$ cat config.mk
export PLATFORM = sky130hd
export DESIGN_NAME = display_mux
export DESIGN_NICKNAME = d
export VERILOG_FILES = /design/src/rtl/display_mux.sv
export SDC_FILE = /design/constraint.sdc
export NUM_CORES = 1
export LEC_CHECK = 0
export ABC_AREA = 1
export BUFFER_PORTS_ARGS = -buffer_cell sky130_fd_sc_hd__buf_4
export CORE_MARGIN = 1.5
export CORE_UTILIZATION = 30
export CTS_CLUSTER_DIAMETER = 100
export DETAILED_ROUTE_END_ITERATION = 16
export PLACE_DENSITY = 0.48
export SYNTH_ARGS = -nofsm -noshare
export SYNTH_HDL_FRONTEND = slang
export SYNTH_SLANG_ARGS = --single-unit
$ cat constraint.sdc
create_clock -name clk -period 2 [get_ports clk]
set_input_delay 0.1 -clock clk [delete_from_list [all_inputs] [get_ports clk]]
set_output_delay 0.1 -clock clk [all_outputs]
set_load 0.02 [all_outputs]
$ cat src/rtl/display_mux.sv
// Two-digit seven-segment time multiplexer: synchronizes two hex inputs and
// alternates them on cur_s with a blanking gap around every digit swap.
module display_mux #(
    parameter int HOLD_CYCLES  = 20000,
    parameter int BLANK_CYCLES = 1000
) (
    input  logic       clk,
    input  logic       reset,
    input  logic [3:0] s0,
    input  logic [3:0] s1,
    output logic [3:0] cur_s,
    output logic       digit_sel,
    output logic       an0_n,
    output logic       an1_n
);

    localparam int MAX_DUR = (HOLD_CYCLES > BLANK_CYCLES) ? HOLD_CYCLES : BLANK_CYCLES;
    localparam int CW      = $clog2(MAX_DUR + 1);
    localparam logic [CW-1:0] HOLD_LAST  = CW'(HOLD_CYCLES - 1);
    localparam logic [CW-1:0] BLANK_LAST = CW'(BLANK_CYCLES - 1);

    typedef enum logic [3:0] {
        BLANK1 = 4'b0001,
        SHOW0  = 4'b0010,
        BLANK0 = 4'b0100,
        SHOW1  = 4'b1000
    } state_t;

    state_t          state_q, state_d;
    logic [CW-1:0]   cnt_q, cnt_d;
    logic [3:0]      s0_meta_q, s0_sync_q;
    logic [3:0]      s1_meta_q, s1_sync_q;
    logic            digit_sel_q, digit_sel_d;
    logic [3:0]      cur_s_q, cur_s_d;
    logic            last;

    always_comb begin
        last    = ((state_q == SHOW0) || (state_q == SHOW1)) ? (cnt_q == HOLD_LAST)
                                                             : (cnt_q == BLANK_LAST);
        state_d = state_q;
        cnt_d   = cnt_q + CW'(1);
        if (last) begin
            cnt_d = '0;
            case (state_q)
                BLANK1:  state_d = SHOW0;
                SHOW0:   state_d = BLANK0;
                BLANK0:  state_d = SHOW1;
                default: state_d = BLANK1;
            endcase
        end
        // Selecting from the next state makes cur_s swap on the edge entering BLANK.
        digit_sel_d = (state_d == BLANK0) || (state_d == SHOW1);
        cur_s_d     = digit_sel_d ? s1_sync_q : s0_sync_q;
    end

    always_ff @(posedge clk or negedge reset) begin
        if (!reset) begin
            state_q     <= BLANK1;
            cnt_q       <= '0;
            s0_meta_q   <= '0;
            s0_sync_q   <= '0;
            s1_meta_q   <= '0;
            s1_sync_q   <= '0;
            digit_sel_q <= 1'b0;
            cur_s_q     <= '0;
        end else begin
            state_q     <= state_d;
            cnt_q       <= cnt_d;
            s0_meta_q   <= s0;
            s0_sync_q   <= s0_meta_q;
            s1_meta_q   <= s1;
            s1_sync_q   <= s1_meta_q;
            digit_sel_q <= digit_sel_d;
            cur_s_q     <= cur_s_d;
        end
    end

    assign an0_n     = (state_q != SHOW0);
    assign an1_n     = (state_q != SHOW1);
    assign cur_s     = cur_s_q;
    assign digit_sel = digit_sel_q;

endmodule
======== Word-level counts from Yosys, hierarchy flattened ========
Cells that the tools add are included.
storage, ports and cells
  bits in registers ....................... 40
  output and inout port bits .............. 7
  input port bits ......................... 10
cells by class
  mux-type cells .......................... 5
  equality and inequality tests ........... 10
  reductions and logical operators ........ 2
  $add $sub $neg .......................... 1
operators by type and width
  kind                                                    number
  adder 15 x 1 -> 15 bit (second input constant)          1
  equality test 15 x 10 -> 1 bit (second input constant)  1
  equality test 15 bit (second input constant)            1
  2-to-1 mux 15 bit                                       1
  one-hot mux 4 bit (3 select lines)                      1
  equality test 4 x 3 -> 1 bit (second input constant)    2
  equality test 4 bit (second input constant)             2
  2-to-1 mux 4 bit                                        2
  equality test 4 x 1 -> 1 bit (second input constant)    1
  equality test 4 x 2 -> 1 bit (second input constant)    1
  inequality test 4 x 2 -> 1 bit (second input constant)  1
  inequality test 4 bit (second input constant)           1
  logical OR 1 bit                                        2
  2-to-1 mux 1 bit                                        1

======== Logic depth before layout (Yosys ltp) ========
  depth after elaboration ................. 7
  gate-level depth with buffers ........... 14

======== Worst setup path after synthesis ========
OpenSTA, ideal clock, no wires.
  path type ............................... register -> register
  start point ............................. register cnt_q[0]
  end point ............................... register cnt_q[14]
  period minus slack after synthesis ...... 1.719 ns
  required time ........................... 1.886 ns
  buffers on the path ..................... 0
  stages on the path, launching flop included .. 13
  data arrival time ....................... 1.605 ns
  path slack .............................. 0.281 ns
  setup time .............................. 0.114 ns
  cell sequence ........................... dfrtp_1 -> ha_1 -> nand2_1 -> nor2_1 -> nand2_1 -> nor3_1 -> inv_1 -> nor2_1 -> inv_1 -> nor2_1 -> nand4_1 -> nand3_1 -> inv_1
between the ends
  cells in the longest elaborated chain, start to end .. 3
  elaborated cells on any way between the ends .. 5
  classes of those cells .................. add/sub (1); eq/ne (2); mux (2)
ends and longest elaborated chain
  item                                                                            line  RTL
  start, declared                                                                 30    logic [CW-1:0] cnt_q, cnt_d;
  start signal, assigned                                                          68    cnt_q <= cnt_d;
  parallel branches: the longest is 2 deep, another holds adder 15 x 1 -> 15 bit  --
  2-to-1 mux 15 bit (*)                                                           42    if (last) begin
  net cnt_d[14]                                                                   30
Mark *: on every way through the listed nets, which the timed path passes.

======== Worst setup path after layout ========
  start point ............................. register state_q[0]
  end point ............................... register cur_s_q[3] (netlist: cur_s[3])
between the ends
  cells in the longest elaborated chain, start to end .. 7
  elaborated cells on any way between the ends .. 12
  classes of those cells .................. eq/ne (6); mux (4); reduce/logical (2)
ends and longest elaborated chain
  item                                                                 line    RTL
  start, declared                                                      29      state_t state_q, state_d;
  start signal, assigned                                               67      state_q <= state_d;
  equality test 4 x 2 -> 1 bit or equality test 4 bit (tied branches)  38, 44
  logical OR 1 bit                                                     38      last = ((state_q == SHOW0) || (state_q == SHOW1)) ? (cnt_q == HOLD_LAST)
  2-to-1 mux 1 bit                                                     38
  2-to-1 mux 4 bit (*)                                                 42
  net state_d[1]                                                       29
  equality test 4 x 3 -> 1 bit or equality test 4 bit (tied branches)  52      digit_sel_d = (state_d == BLANK0) || (state_d == SHOW1);
  logical OR 1 bit (*)                                                 52
  2-to-1 mux 4 bit (*)                                                 53      cur_s_d = digit_sel_d ? s1_sync_q : s0_sync_q;
  net cur_s_d[3]                                                       34      logic [3:0] cur_s_q, cur_s_d;
  end signal, assigned                                                 74      cur_s_q <= cur_s_d;
  end, declared                                                        34
Mark *: on every way through the listed nets, which the timed path passes. The rest lies on a longest branch.

==> results.md <==
- Die height: 79.5 um
- Clk_lat worst skew: 290 ps
- Startpoint Class: register
- Clk network pwr share: 43.2%
- Crit path from: state_q[0]$_DFF_PN1_
- PD cells: 715 nW/um^2
- FF+latch count, synth: 40
- Worst slack at placement: -14.7 ps
- Starting DRT DRC Count: 63
- Status: complete, no violations
- Max frequency: 0.550 GHz
- Fraction of the mapped netlist area in adder cells: 0.713%
- Simple-gate area share of the yosys netlist: 31.5%
- Final min period: 1820 ps
- Period Utilization, post-route: 90.9%
- Final WL: 3.18 mm
- Max-cap violation count: 0
- Sw Share: 21.3%
- All-Layer GR Usage: 11.9%
- R2R setup slack: 180 ps
- CP required: 2190 ps
- Clock slew at reported path FFs: 80 ps
- Placed cell areas: 1970 um^2
- Synthesized area: 1750 um^2
- DR vias/cell: 4.39
- Seq pwr share: 53.2%
- Main combinational cell family by area after synthesis: simple AND/OR/NAND/NOR gates
- DRC errors left: 0
- Worst r2r src: state_q[0]$_DFF_PN1_
- Distinct cells, synth: 24
- # Post-CTS Setup Buffers: 0
- Post-DR wirelength/cell: 10.8 um
- Synth top area cells: dfrtp_1 (56%), nand2_1 (8.3%), inv_1 (5.6%), nor2_1 (5.6%), nand4_1 (3.9%)
- Vias in the first global route: 1234
- Nets: 231
- H-tree levels: 2
- Design Area, Final: 2190 um^2
- Starting density of the core: 31.5%
- Total CTS buffers: 5
- Setup slack after layout: 182 ps
- Final setup viols: 0
- Clock sink total: 40
- Pleak: 1.08 nW
- Psw: 334 uW
- Slew margin rel.: 66.6%
- Unrepaired setup endpoints after global routing: no
- Maximum vdd drop: 284 uV
- YS warnings: 0
- Largest net degree at the start of global routing: 41
- Global-route wire length before repair: 5.60 mm
- Int Power: 1.23 mW
- Final Wtd Congestion: 0.803
- Num rows: 27
- Comb power frac: 3.6%
- Xor and xnor area share after synthesis: 0.499%
- CP arrival: 2010 ps
- Post-Syn Instances: 187
- Clk root buf: clkbuf_8
- Mapped Nets: 198
- Mux cell area share after synthesis: 0%
- Leading area contributor after synthesis: dfrtp_1
- Fill count: 549
- Initial antenna violation count: 0
- Sequential fraction of the synthesis area: 57.1%
- Max clock buf depth: 2
- DR vias: 1286
- WS Path Type: register to register
- CP Max Fanout: 7
- Drt pass-1 iters: 4
- Die ar.: 6310 um^2
- Routed Antenna Nets: 0
- ANT cells: 0
- Fin util: 39.3%
- Dpl hpwl: 2.25 mm
- Die width: 79.5 um
- Worst Skew: 4.60 ps
- CP Capture Type: register
- CTS tree: done
- Pins over their slew limit: 0
- I/O pin total: 17
- Layout cell share with drive strength beyond 1: 23.5%
- Top cell type's share of synthesized area: 55.6%
- Fin. Hold Viols: 0
- Avg Inst Size Synth: 9.38 um^2
- Layout Area Growth over Synthesis: 24.9%
- Worst hold path class: input port to asynchronous set/reset pin
- Core area: 5570 um^2
- Synth Area in Compound Gates: 3.50%
- # port buffers: 16
- GRT overflow: 0
- Worst Tran Pin Value: 502 ps
power groups by stage:
stage	combinational [mW]	clock [mW]	sequential [mW]
2_1_floorplan	0.00325	0	0.854
3_3_place_gp	0.0451	0	0.851
3_5_place_dp	0.0452	0	0.850
4_1_cts	0.0590	0.707	0.834
5_1_grt	0.0643	0.750	0.836
6_report	0.0568	0.676	0.834
worst max-delay path, stage by stage (launching register included):
cell,delay [ps]
dfstp_2,560
inv_1,70
nand2_1,70
nor2_2,50
nor2_1,100
nand2_1,90
nand2_4,110
nand3_4,110
nand2_1,100
nand2_2,90
nor2_8,150
nand3_4,90
nand2_1,70
nand2_1,50
stage by stage:
stage	TNS, ps	total power, mW	cells	hold slack (ps)
detailed placement	-14.7	0.896	276	111
CTS	0	1.60	293	328
finish	0	1.57	293	308
global placement	-20.6	0.896	276	115
global route	0	1.65	293	358
floorplan	0	0.857	187	-196
path summary, 6_finish.rpt:
kind                                          endpoint  cells past startpoint
worst max-delay path                cur_s[3]$_DFF_PN0_                     13
worst min-delay path                cnt_q[0]$_DFF_PN0_                      2
worst max register to register      cur_s[3]$_DFF_PN0_                     13
max in group asynchronous         state_q[0]$_DFF_PN1_                      2
worst min register to register  s0_sync_q[2]$_DFF_PN0_                      0
min in group clk                s0_sync_q[2]$_DFF_PN0_                      0
cell type report:
| cell class | instances | area [um^2] | share of cell area [%] |
|---|---|---|---|
| flip-flops and latches | 40 | 1000 | 45.7 |
| multi-input cells | 118 | 653 | 29.8 |
| repair buffers | 27 | 225 | 10.3 |
| inverters | 28 | 105 | 4.80 |
| well taps | 72 | 90.1 | 4.11 |
| clock buffers | 5 | 68.8 | 3.14 |
| clock inverters | 3 | 46.3 | 2.11 |
logic make-up after synthesis:
kind of cell / count (synthesis)
flops: 40
buf+inv: 29
compound gates: 11
xor+xnor: 1
fa+ha+maj: 1
simple gates: 105
metal layers:
metal	up-vias	global-route usage, %	routed length [um]
li1	660	-	-
met1	595	16.6	1600
met2	27	16.0	1400
met3	4	4.00	137
met4	0	6.32	41
met5	-	0	0
timing repair:
action / CTS / global route
gates resized for setup: 1 / 5
hold endpoints to repair: 47 / 0
pin swaps: 0 / 1
hold buffers: 9 / 0
setup endpoints to repair: 2 / 6
registers in the layout, indices dropped and copies added (netlist names):
register   flops
cnt_q         15
cur_s          4
digit_sel      1
s0_meta_q      4
s0_sync_q      4
s1_meta_q      4
s1_sync_q      4
state_q        4
cell usage in the layout, fill, tap and decap left out, types with 2 or more instances in the layout:
| cell | count |
|---|---|
| nand2_1 | 37 |
| nand2_4 | 4 |
| dlygate4sd3_1 | 9 |
| nand2_2 | 9 |
| a21oi_1 | 6 |
| nand3_4 | 2 |
| dfrtp_1 | 39 |
| clkbuf_8 | 5 |
| inv_2 | 2 |
| inv_1 | 26 |
| buf_4 | 18 |
| nand4_1 | 11 |
| nor3_1 | 5 |
| nor2_2 | 5 |
| o21ai_0 | 2 |
| nor2_1 | 23 |
| nand3_1 | 5 |
cell usage after synthesis:
| cell | n |
|---|---|
| a21oi_1 | 6 |
| a31oi_1 | 1 |
| buf_6 | 1 |
| dfrtp_1 | 39 |
| dfstp_2 | 1 |
| ha_1 | 1 |
| inv_1 | 26 |
| inv_2 | 2 |
| nand2_1 | 39 |
| nand2_2 | 7 |
| nand2_4 | 4 |
| nand3_1 | 5 |
| nand3_4 | 2 |
| nand4_1 | 11 |
| nor2_1 | 26 |
| nor2_2 | 2 |
| nor2_8 | 1 |
| nor3_1 | 6 |
| nor3b_1 | 1 |
| nor4_4 | 1 |
| o211ai_1 | 1 |
| o21ai_0 | 2 |
| o31ai_1 | 1 |
| xnor2_1 | 1 |
Power figures use the tool's default switching activity.
